===== config.mk =====
export PLATFORM = sky130hd
export DESIGN_NAME = issue_ctrl_flat
export DESIGN_NICKNAME = d
export VERILOG_FILES = /design/src/rtl/issue_ctrl_if.sv /design/src/rtl/issue_ctrl.sv /design/src/flat_wrapper.sv
export SDC_FILE = /design/constraint.sdc
export NUM_CORES = 1
export LEC_CHECK = 0
export CAP_MARGIN = 30
export CORE_MARGIN = 5
export CORE_UTILIZATION = 40
export DETAILED_ROUTE_END_ITERATION = 10
export PLACE_DENSITY_LB_ADDON = 0.3
export RECOVER_POWER = 50
export SKIP_CTS_REPAIR_TIMING = 1
export SYNTH_ARGS = -nofsm -noshare
export SYNTH_HDL_FRONTEND = slang
export SYNTH_SLANG_ARGS = --single-unit

===== constraint.sdc =====
create_clock -name clk -period 3.7 [get_ports clk]
set_input_delay 0.925 -clock clk [delete_from_list [all_inputs] [get_ports clk]]
set_output_delay 0.925 -clock clk [all_outputs]
set_load 0.05 [all_outputs]

===== src/rtl/issue_ctrl_if.sv =====
// Decode/execute/writeback signal bundle for the in-order issue controller.
// The decoder side uses the master modport; issue_ctrl uses the slave modport.
`ifndef ARCH_REG_INDEX_SIZE
`define ARCH_REG_INDEX_SIZE 5
`endif
`ifndef INSTR_TYPE_SZ
`define INSTR_TYPE_SZ 3
`define INSTR_TYPE_ALU   3'd0
`define INSTR_TYPE_MUL   3'd1
`define INSTR_TYPE_LOAD  3'd2
`define INSTR_TYPE_STORE 3'd3
`define INSTR_TYPE_NO_WB 3'd4
`endif

interface issue_ctrl_if;
    logic                            dec_valid;
    logic [`INSTR_TYPE_SZ-1:0]       dec_instr_type;
    logic [`ARCH_REG_INDEX_SIZE-1:0] dec_rs1;
    logic [`ARCH_REG_INDEX_SIZE-1:0] dec_rs2;
    logic [`ARCH_REG_INDEX_SIZE-1:0] dec_rd;
    logic                            dec_uses_rs1;
    logic                            dec_uses_rs2;
    logic                            ex_ready;
    logic                            flush;
    logic                            mem_wb_valid;
    logic [`ARCH_REG_INDEX_SIZE-1:0] mem_wb_rd;
    logic                            issue;
    logic                            dec_stall;
    logic                            wb_valid;
    logic [`ARCH_REG_INDEX_SIZE-1:0] wb_rd;
    logic                            wb_is_mul;

    modport master (
        output dec_valid, dec_instr_type, dec_rs1, dec_rs2, dec_rd,
               dec_uses_rs1, dec_uses_rs2, ex_ready, flush,
               mem_wb_valid, mem_wb_rd,
        input  issue, dec_stall, wb_valid, wb_rd, wb_is_mul
    );

    modport slave (
        input  dec_valid, dec_instr_type, dec_rs1, dec_rs2, dec_rd,
               dec_uses_rs1, dec_uses_rs2, ex_ready, flush,
               mem_wb_valid, mem_wb_rd,
        output issue, dec_stall, wb_valid, wb_rd, wb_is_mul
    );
endinterface


===== src/rtl/issue_ctrl.sv =====
// In-order issue controller: RAW/WAW scoreboard, shared ALU/MUL write-port
// reservation shift register, and single outstanding load tracking.
`ifndef ARCH_REG_INDEX_SIZE
`define ARCH_REG_INDEX_SIZE 5
`endif
`ifndef INSTR_TYPE_SZ
`define INSTR_TYPE_SZ 3
`define INSTR_TYPE_ALU   3'd0
`define INSTR_TYPE_MUL   3'd1
`define INSTR_TYPE_LOAD  3'd2
`define INSTR_TYPE_STORE 3'd3
`define INSTR_TYPE_NO_WB 3'd4
`endif

module issue_ctrl #(
    parameter int ALU_WB_LAT = 2,
    parameter int MUL_WB_LAT = 6
) (
    input logic         clk,
    input logic         reset,
    issue_ctrl_if.slave bus
);

    localparam int RW    = `ARCH_REG_INDEX_SIZE;
    localparam int NREGS = 1 << RW;

    typedef struct packed {
        logic          valid;
        logic [RW-1:0] rd;
        logic          isMul;
    } srEntry_t;

    logic [NREGS-1:0] busy_q, busy_d;
    logic             loadPending_q, loadPending_d;
    srEntry_t         sr_q [MUL_WB_LAT];
    srEntry_t         sr_d [MUL_WB_LAT];

    logic isAlu, isMul, isLoad, writesRd;
    logic raw, waw, structHazard, aluSlotFree, issueOk;

    assign isAlu    = (bus.dec_instr_type == `INSTR_TYPE_ALU);
    assign isMul    = (bus.dec_instr_type == `INSTR_TYPE_MUL);
    assign isLoad   = (bus.dec_instr_type == `INSTR_TYPE_LOAD);
    assign writesRd = (isAlu | isMul | isLoad) & (bus.dec_rd != '0);

    // busy[0] is held at 0 by the update logic, so x0 reads never hazard.
    assign raw = (bus.dec_uses_rs1 & busy_q[bus.dec_rs1]) |
                 (bus.dec_uses_rs2 & busy_q[bus.dec_rs2]);
    assign waw = writesRd & busy_q[bus.dec_rd];

    // A MUL lands in the top slot, whose shift source lies past the end and is always empty.
    assign aluSlotFree  = ~sr_q[ALU_WB_LAT].valid;
    assign structHazard = (isAlu & ~aluSlotFree) | (isLoad & loadPending_q);

    assign issueOk = reset & bus.dec_valid & bus.ex_ready & ~bus.flush &
                     ~raw & ~waw & ~structHazard;

    assign bus.issue     = issueOk;
    assign bus.dec_stall = reset & bus.dec_valid & ~issueOk & ~bus.flush;
    assign bus.wb_valid  = sr_q[0].valid;
    assign bus.wb_rd     = sr_q[0].rd;
    assign bus.wb_is_mul = sr_q[0].isMul;

    always_comb begin
        for (int k = 0; k < MUL_WB_LAT - 1; k++) begin
            sr_d[k] = sr_q[k + 1];
        end
        sr_d[MUL_WB_LAT-1] = '0;
        if (issueOk && isAlu) begin
            sr_d[ALU_WB_LAT-1] = {1'b1, bus.dec_rd, 1'b0};
        end
        if (issueOk && isMul) begin
            sr_d[MUL_WB_LAT-1] = {1'b1, bus.dec_rd, 1'b1};
        end
    end

    // Clears first, then sets, so a set wins on the same index.
    always_comb begin
        busy_d        = busy_q;
        loadPending_d = loadPending_q;
        if (sr_q[0].valid) begin
            busy_d[sr_q[0].rd] = 1'b0;
        end
        if (bus.mem_wb_valid) begin
            busy_d[bus.mem_wb_rd] = 1'b0;
            loadPending_d         = 1'b0;
        end
        if (issueOk && writesRd) begin
            busy_d[bus.dec_rd] = 1'b1;
        end
        if (issueOk && isLoad) begin
            loadPending_d = 1'b1;
        end
        busy_d[0] = 1'b0;
    end

    always_ff @(posedge clk) begin
        if (!reset) begin
            busy_q        <= '0;
            loadPending_q <= 1'b0;
            for (int k = 0; k < MUL_WB_LAT; k++) begin
                sr_q[k] <= '0;
            end
        end else begin
            busy_q        <= busy_d;
            loadPending_q <= loadPending_d;
            sr_q          <= sr_d;
        end
    end

endmodule


===== src/flat_wrapper.sv =====
// flat-port wrapper written by rule: the top's interface ports become plain ports
module issue_ctrl_flat 
#(
    parameter int ALU_WB_LAT = 2,
    parameter int MUL_WB_LAT = 6
)
  (clk, reset, bus_dec_valid, bus_dec_instr_type, bus_dec_rs1, bus_dec_rs2, bus_dec_rd, bus_dec_uses_rs1, bus_dec_uses_rs2, bus_ex_ready, bus_flush, bus_mem_wb_valid, bus_mem_wb_rd, bus_issue, bus_dec_stall, bus_wb_valid, bus_wb_rd, bus_wb_is_mul);
  issue_ctrl_if bus_i ();
  input logic clk;
  input logic reset;
  input wire logic [$bits(bus_i.dec_valid)-1:0] bus_dec_valid;
  input wire logic [$bits(bus_i.dec_instr_type)-1:0] bus_dec_instr_type;
  input wire logic [$bits(bus_i.dec_rs1)-1:0] bus_dec_rs1;
  input wire logic [$bits(bus_i.dec_rs2)-1:0] bus_dec_rs2;
  input wire logic [$bits(bus_i.dec_rd)-1:0] bus_dec_rd;
  input wire logic [$bits(bus_i.dec_uses_rs1)-1:0] bus_dec_uses_rs1;
  input wire logic [$bits(bus_i.dec_uses_rs2)-1:0] bus_dec_uses_rs2;
  input wire logic [$bits(bus_i.ex_ready)-1:0] bus_ex_ready;
  input wire logic [$bits(bus_i.flush)-1:0] bus_flush;
  input wire logic [$bits(bus_i.mem_wb_valid)-1:0] bus_mem_wb_valid;
  input wire logic [$bits(bus_i.mem_wb_rd)-1:0] bus_mem_wb_rd;
  output wire logic [$bits(bus_i.issue)-1:0] bus_issue;
  output wire logic [$bits(bus_i.dec_stall)-1:0] bus_dec_stall;
  output wire logic [$bits(bus_i.wb_valid)-1:0] bus_wb_valid;
  output wire logic [$bits(bus_i.wb_rd)-1:0] bus_wb_rd;
  output wire logic [$bits(bus_i.wb_is_mul)-1:0] bus_wb_is_mul;
  assign bus_i.dec_valid = bus_dec_valid;
  assign bus_i.dec_instr_type = bus_dec_instr_type;
  assign bus_i.dec_rs1 = bus_dec_rs1;
  assign bus_i.dec_rs2 = bus_dec_rs2;
  assign bus_i.dec_rd = bus_dec_rd;
  assign bus_i.dec_uses_rs1 = bus_dec_uses_rs1;
  assign bus_i.dec_uses_rs2 = bus_dec_uses_rs2;
  assign bus_i.ex_ready = bus_ex_ready;
  assign bus_i.flush = bus_flush;
  assign bus_i.mem_wb_valid = bus_mem_wb_valid;
  assign bus_i.mem_wb_rd = bus_mem_wb_rd;
  assign bus_issue = bus_i.issue;
  assign bus_dec_stall = bus_i.dec_stall;
  assign bus_wb_valid = bus_i.wb_valid;
  assign bus_wb_rd = bus_i.wb_rd;
  assign bus_wb_is_mul = bus_i.wb_is_mul;
  issue_ctrl #(.ALU_WB_LAT(ALU_WB_LAT), .MUL_WB_LAT(MUL_WB_LAT)) u_core (.clk(clk), .reset(reset), .bus(bus_i));
endmodule

==> results.txt <==
----------------------------------------------------
[Final layout]
  Leading cell types in the layout, fill and taps excluded ... sky130_fd_sc_hd__dfxtp_1 (70), sky130_fd_sc_hd__nand3_1 (40), sky130_fd_sc_hd__a22oi_1 (31)
  Total of fill cells in the finished design ... roughly 900
  Final instance count without filler cells ... 544
  Fraction of final layout cells with drive strength greater than 1 ... 0.199
  Most common library cell in the layout ignoring fill and taps ... sky130_fd_sc_hd__dfxtp_1
  Diode count ... 0
  Area Overhead vs Synth ... 24.7%
  Fin nets ... between 400 and 500

[Timing]
  Period minus WS final ... 3840 ps
  Final Hold Vio Count ... 0
  Maximum clock rate ... about 260 MHz
  Setup TNS ... -243 ps
  Final worst clock skew ... 12.6 ps
  Worst relative slew slack ... 0.407
  Fin. max-slew vios ... 0
  Unrepaired setup endpoints after global routing ... true
  Worst-margin pin slew ... 887 ps
  Post-route worst setup slack ... -137 ps
  Final number of setup-violating endpoints ... 2
  Part of the cycle the worst path needs ... 1.04
  Worst hold slack across all endpoints ... 434 ps

[Routing]
  Remaining antenna violation count after routing ... 0
  Max Used Layer ... met4
  Total wire length after detailed routing ... 11200 µm
  Routed length on met2 ... ~5200 µm
  Iteration-0 DRC Markers ... 336
  Routed length per placed instance ... between 20 and 25 µm
  Met1 wire length ... 4500 µm
  WL met3 ... 956 µm
  Vias ... 3298
  Residual DRC ... 0
  Number of vias per cell after detailed routing ... 6.06
  Detailed Routing Iterations Pass 1 ... 4

[Die]
  Die ar. ... 11200 µm²
  Number of top-level pins ... 40
  Initial core utilization ... 0.403
  Vert. Die Dim ... 106 µm
  Die outline width ... 106 µm
  Number of rows created at floorplan ... 35
  Core Box Area ... 9110 µm²

[Placed design]
  DP Wirelength ... around 8000 µm
  Weighted congestion at the end of routability-driven global placement ... 1.01
  Post-Place Worst Slack ... -568 ps
  Instance count after placement with tap cells included ... 525
  Port Buf Inserts ... 39

[Worst setup path]
  Critical path endpoint category ... output port
  Worst path arrival time ... 2910 ps
  Highest-delay cell along the critical path ... sky130_fd_sc_hd__mux4_2
  WP buf/inv ... 4
  Maximum net fanout on the critical path ... 3
  Kind of cell adding the most delay to the critical path ... simple AND/OR/NAND/NOR gates
  Category of the critical setup timing path ... in2out
  Required time of the critical path ... 2770 ps
  Crit path launch type ... primary input
  Max stage delay on crit path ... between 500 and 600 ps
  Cell chain of the critical path ... clkbuf_2 > mux4_2 > and3_1 > nor4_2 > a41oi_2 > a21oi_2 > nand2_2 > buf_6 > clkinvlp_4 > buf_12

[Run status]
  Outcome ... finished with violations
  Violated checks ... negative setup slack

[Yosys]
  Total nets after synthesis ... 406
  Warnings from Yosys ... 0
  Synthesized area divided by synthesized cell count ... 9.79 µm²
  Sequential fraction of the synthesis area ... 0.382
  Flip-flop and latch count after synthesis ... 70
  Yosys cell types ... 43
  FFs w/ async S/R, synth ... 0
  Synthesized area ... 3670 µm²
  Post-synth top flop ... sky130_fd_sc_hd__dfxtp_1
  Number of instances in the synthesized netlist ... roughly 380
  Number of enable-type register cells in the synthesized netlist ... 0

[Pwr]
  Comb pwr share ... 0.112
  Reported leakage power ... 0.00175 µW
  Proportion of power drawn by the clock network ... 0.382
  Reported net switching power ... 363 µW
  Switching share of power ... 0.243
  Max VDD drop ... 0.216 mV
  Sequential power share ... 0.506
  Post-layout power ... 1490 µW
  Cell Int Power ... 1130 µW
  Power per cell area ... 326 nW/µm²

[Clock network]
  Insertion delay of the later-clocked pin in the worst-skew pair ... 340 ps
  Clock tree from TritonCTS ... done
  Number of H-tree branching levels ... 3
  Number of sinks driven by the clock tree ... 70
  Clock transition at the register clock pins on the worst setup and hold paths after CTS ... 70 ps
  Number of CTS-inserted buffers ... 9
  Clock tree buffer depth ... 2
  Cell at the root of the clock tree ... sky130_fd_sc_hd__clkbuf_8

[GRT]
  Vias in the first global route ... ~3300
  Total global routing overflow ... 0
  Global-route wire length before repair ... 17900 µm
  Pin count of the biggest net entering global routing ... 72
  Total routing usage reported by global routing ... 0.204
  Initial antenna violation count ... 0

[Flow run]
  Max capacitance violation total ... 0

[Hold path]
  Worst min-delay path category ... reg2reg

----------------------------------------------------
## worst register-to-register path, cell delays in order (launching register included)
cell	delay, ps
sky130_fd_sc_hd__dfxtp_1	380
sky130_fd_sc_hd__mux4_2	490
sky130_fd_sc_hd__and3_1	210
sky130_fd_sc_hd__nor4_2	380
sky130_fd_sc_hd__a41oi_2	100
sky130_fd_sc_hd__a21oi_2	200
sky130_fd_sc_hd__nand2_2	110
sky130_fd_sc_hd__buf_4	260
sky130_fd_sc_hd__o31ai_1	300
## sequential cells by signal, summed over array words and instances, names as in the netlist
register              count
u_core.loadPending_q      1
u_core.sr_d              25
u_core.busy_q            31
u_core.bus.wb_is_mul      1
u_core.bus.wb_rd          5
u_core.sr_q               6
u_core.bus.wb_valid       1
## cell usage after synthesis (2+ instances only)
library cell	n	area, µm²
sky130_fd_sc_hd__a22oi_1	31	233
sky130_fd_sc_hd__and2_1	33	206
sky130_fd_sc_hd__and3_1	6	37.5
sky130_fd_sc_hd__and3b_1	5	43.8
sky130_fd_sc_hd__buf_1	3	11.3
sky130_fd_sc_hd__buf_2	7	35.0
sky130_fd_sc_hd__buf_4	5	37.5
sky130_fd_sc_hd__clkbuf_1	14	52.6
sky130_fd_sc_hd__dfxtp_1	70	1400
sky130_fd_sc_hd__inv_1	4	15.0
sky130_fd_sc_hd__mux2_2	3	33.8
sky130_fd_sc_hd__mux2i_1	27	270
sky130_fd_sc_hd__mux4_2	18	405
sky130_fd_sc_hd__nand2_1	25	93.8
sky130_fd_sc_hd__nand2b_1	3	18.8
sky130_fd_sc_hd__nand3_1	40	200
sky130_fd_sc_hd__nand4_1	3	18.8
sky130_fd_sc_hd__nor2_1	12	45.0
sky130_fd_sc_hd__nor3_1	4	20.0
sky130_fd_sc_hd__nor3b_1	9	67.6
sky130_fd_sc_hd__nor4_1	2	12.5
sky130_fd_sc_hd__o31ai_1	30	225
## layer usage
| metal | GRT usage | up-vias |
|---|---|---|
| met2 | 0.321 | 160 |
| met4 | 0.0934 | 0 |
| li1 | - | 1530 |
| met5 | 0 | - |
| met1 | 0.260 | 1563 |
| met3 | 0.0582 | 45 |
## cell families (layout without fill, tap and decap cells)
group           count (synthesis)  count (layout)  synth area share
compound gates                 76              76             0.161
mux                            48              48             0.193
flops                          70              70             0.382
simple gates                  146             146             0.218
buf+inv                        35              93            0.0453
## power groups by stage
stage / Clock, µW / Combinational (µW) / Sequential (µW)
4_1_cts: 580 / 161 / 754
5_1_grt: 617 / 179 / 754
2_1_floorplan: 0 / 76.9 / 772
3_5_place_dp: 0 / 161 / 772
6_report: 570 / 167 / 755
3_3_place_gp: 0 / 159 / 772
## cell type report
type / count / area [µm²] / share of cell area
clock inverters: 3 / 17.5 / 0.00383
flip-flops and latches: 70 / 1400 / 0.306
clock buffers: 13 / 169 / 0.0369
repair buffers: 72 / 702 / 0.153
well taps: 111 / 139 / 0.0303
multi-input cells: 270 / 2130 / 0.464
inverters: 5 / 22.5 / 0.00492
## final timing paths
path	startpoint	end	slack (ps)	cells after the start
worst max-delay path	bus_dec_rd[0]	bus_issue	-140	10
worst max register to register	u_core.busy_q[18]	u_core.busy_q[2]	1190	8
worst min register to register	u_core.sr_d[24]	u_core.sr_q[24]	430	1
worst min-delay path	u_core.sr_d[24]	u_core.sr_q[24]	430	1
## metrics by stage
stage / cell area, µm² / utilization
2_1_floorplan: 3680 / -
3_3_place_gp: 4310 / 0.473
3_5_place_dp: 4310 / 0.473
4_1_cts: 4500 / 0.494
5_1_grt: 4580 / 0.502
6_report: 4580 / 0.502
Note: power is estimated with default switching activity, not from simulation.
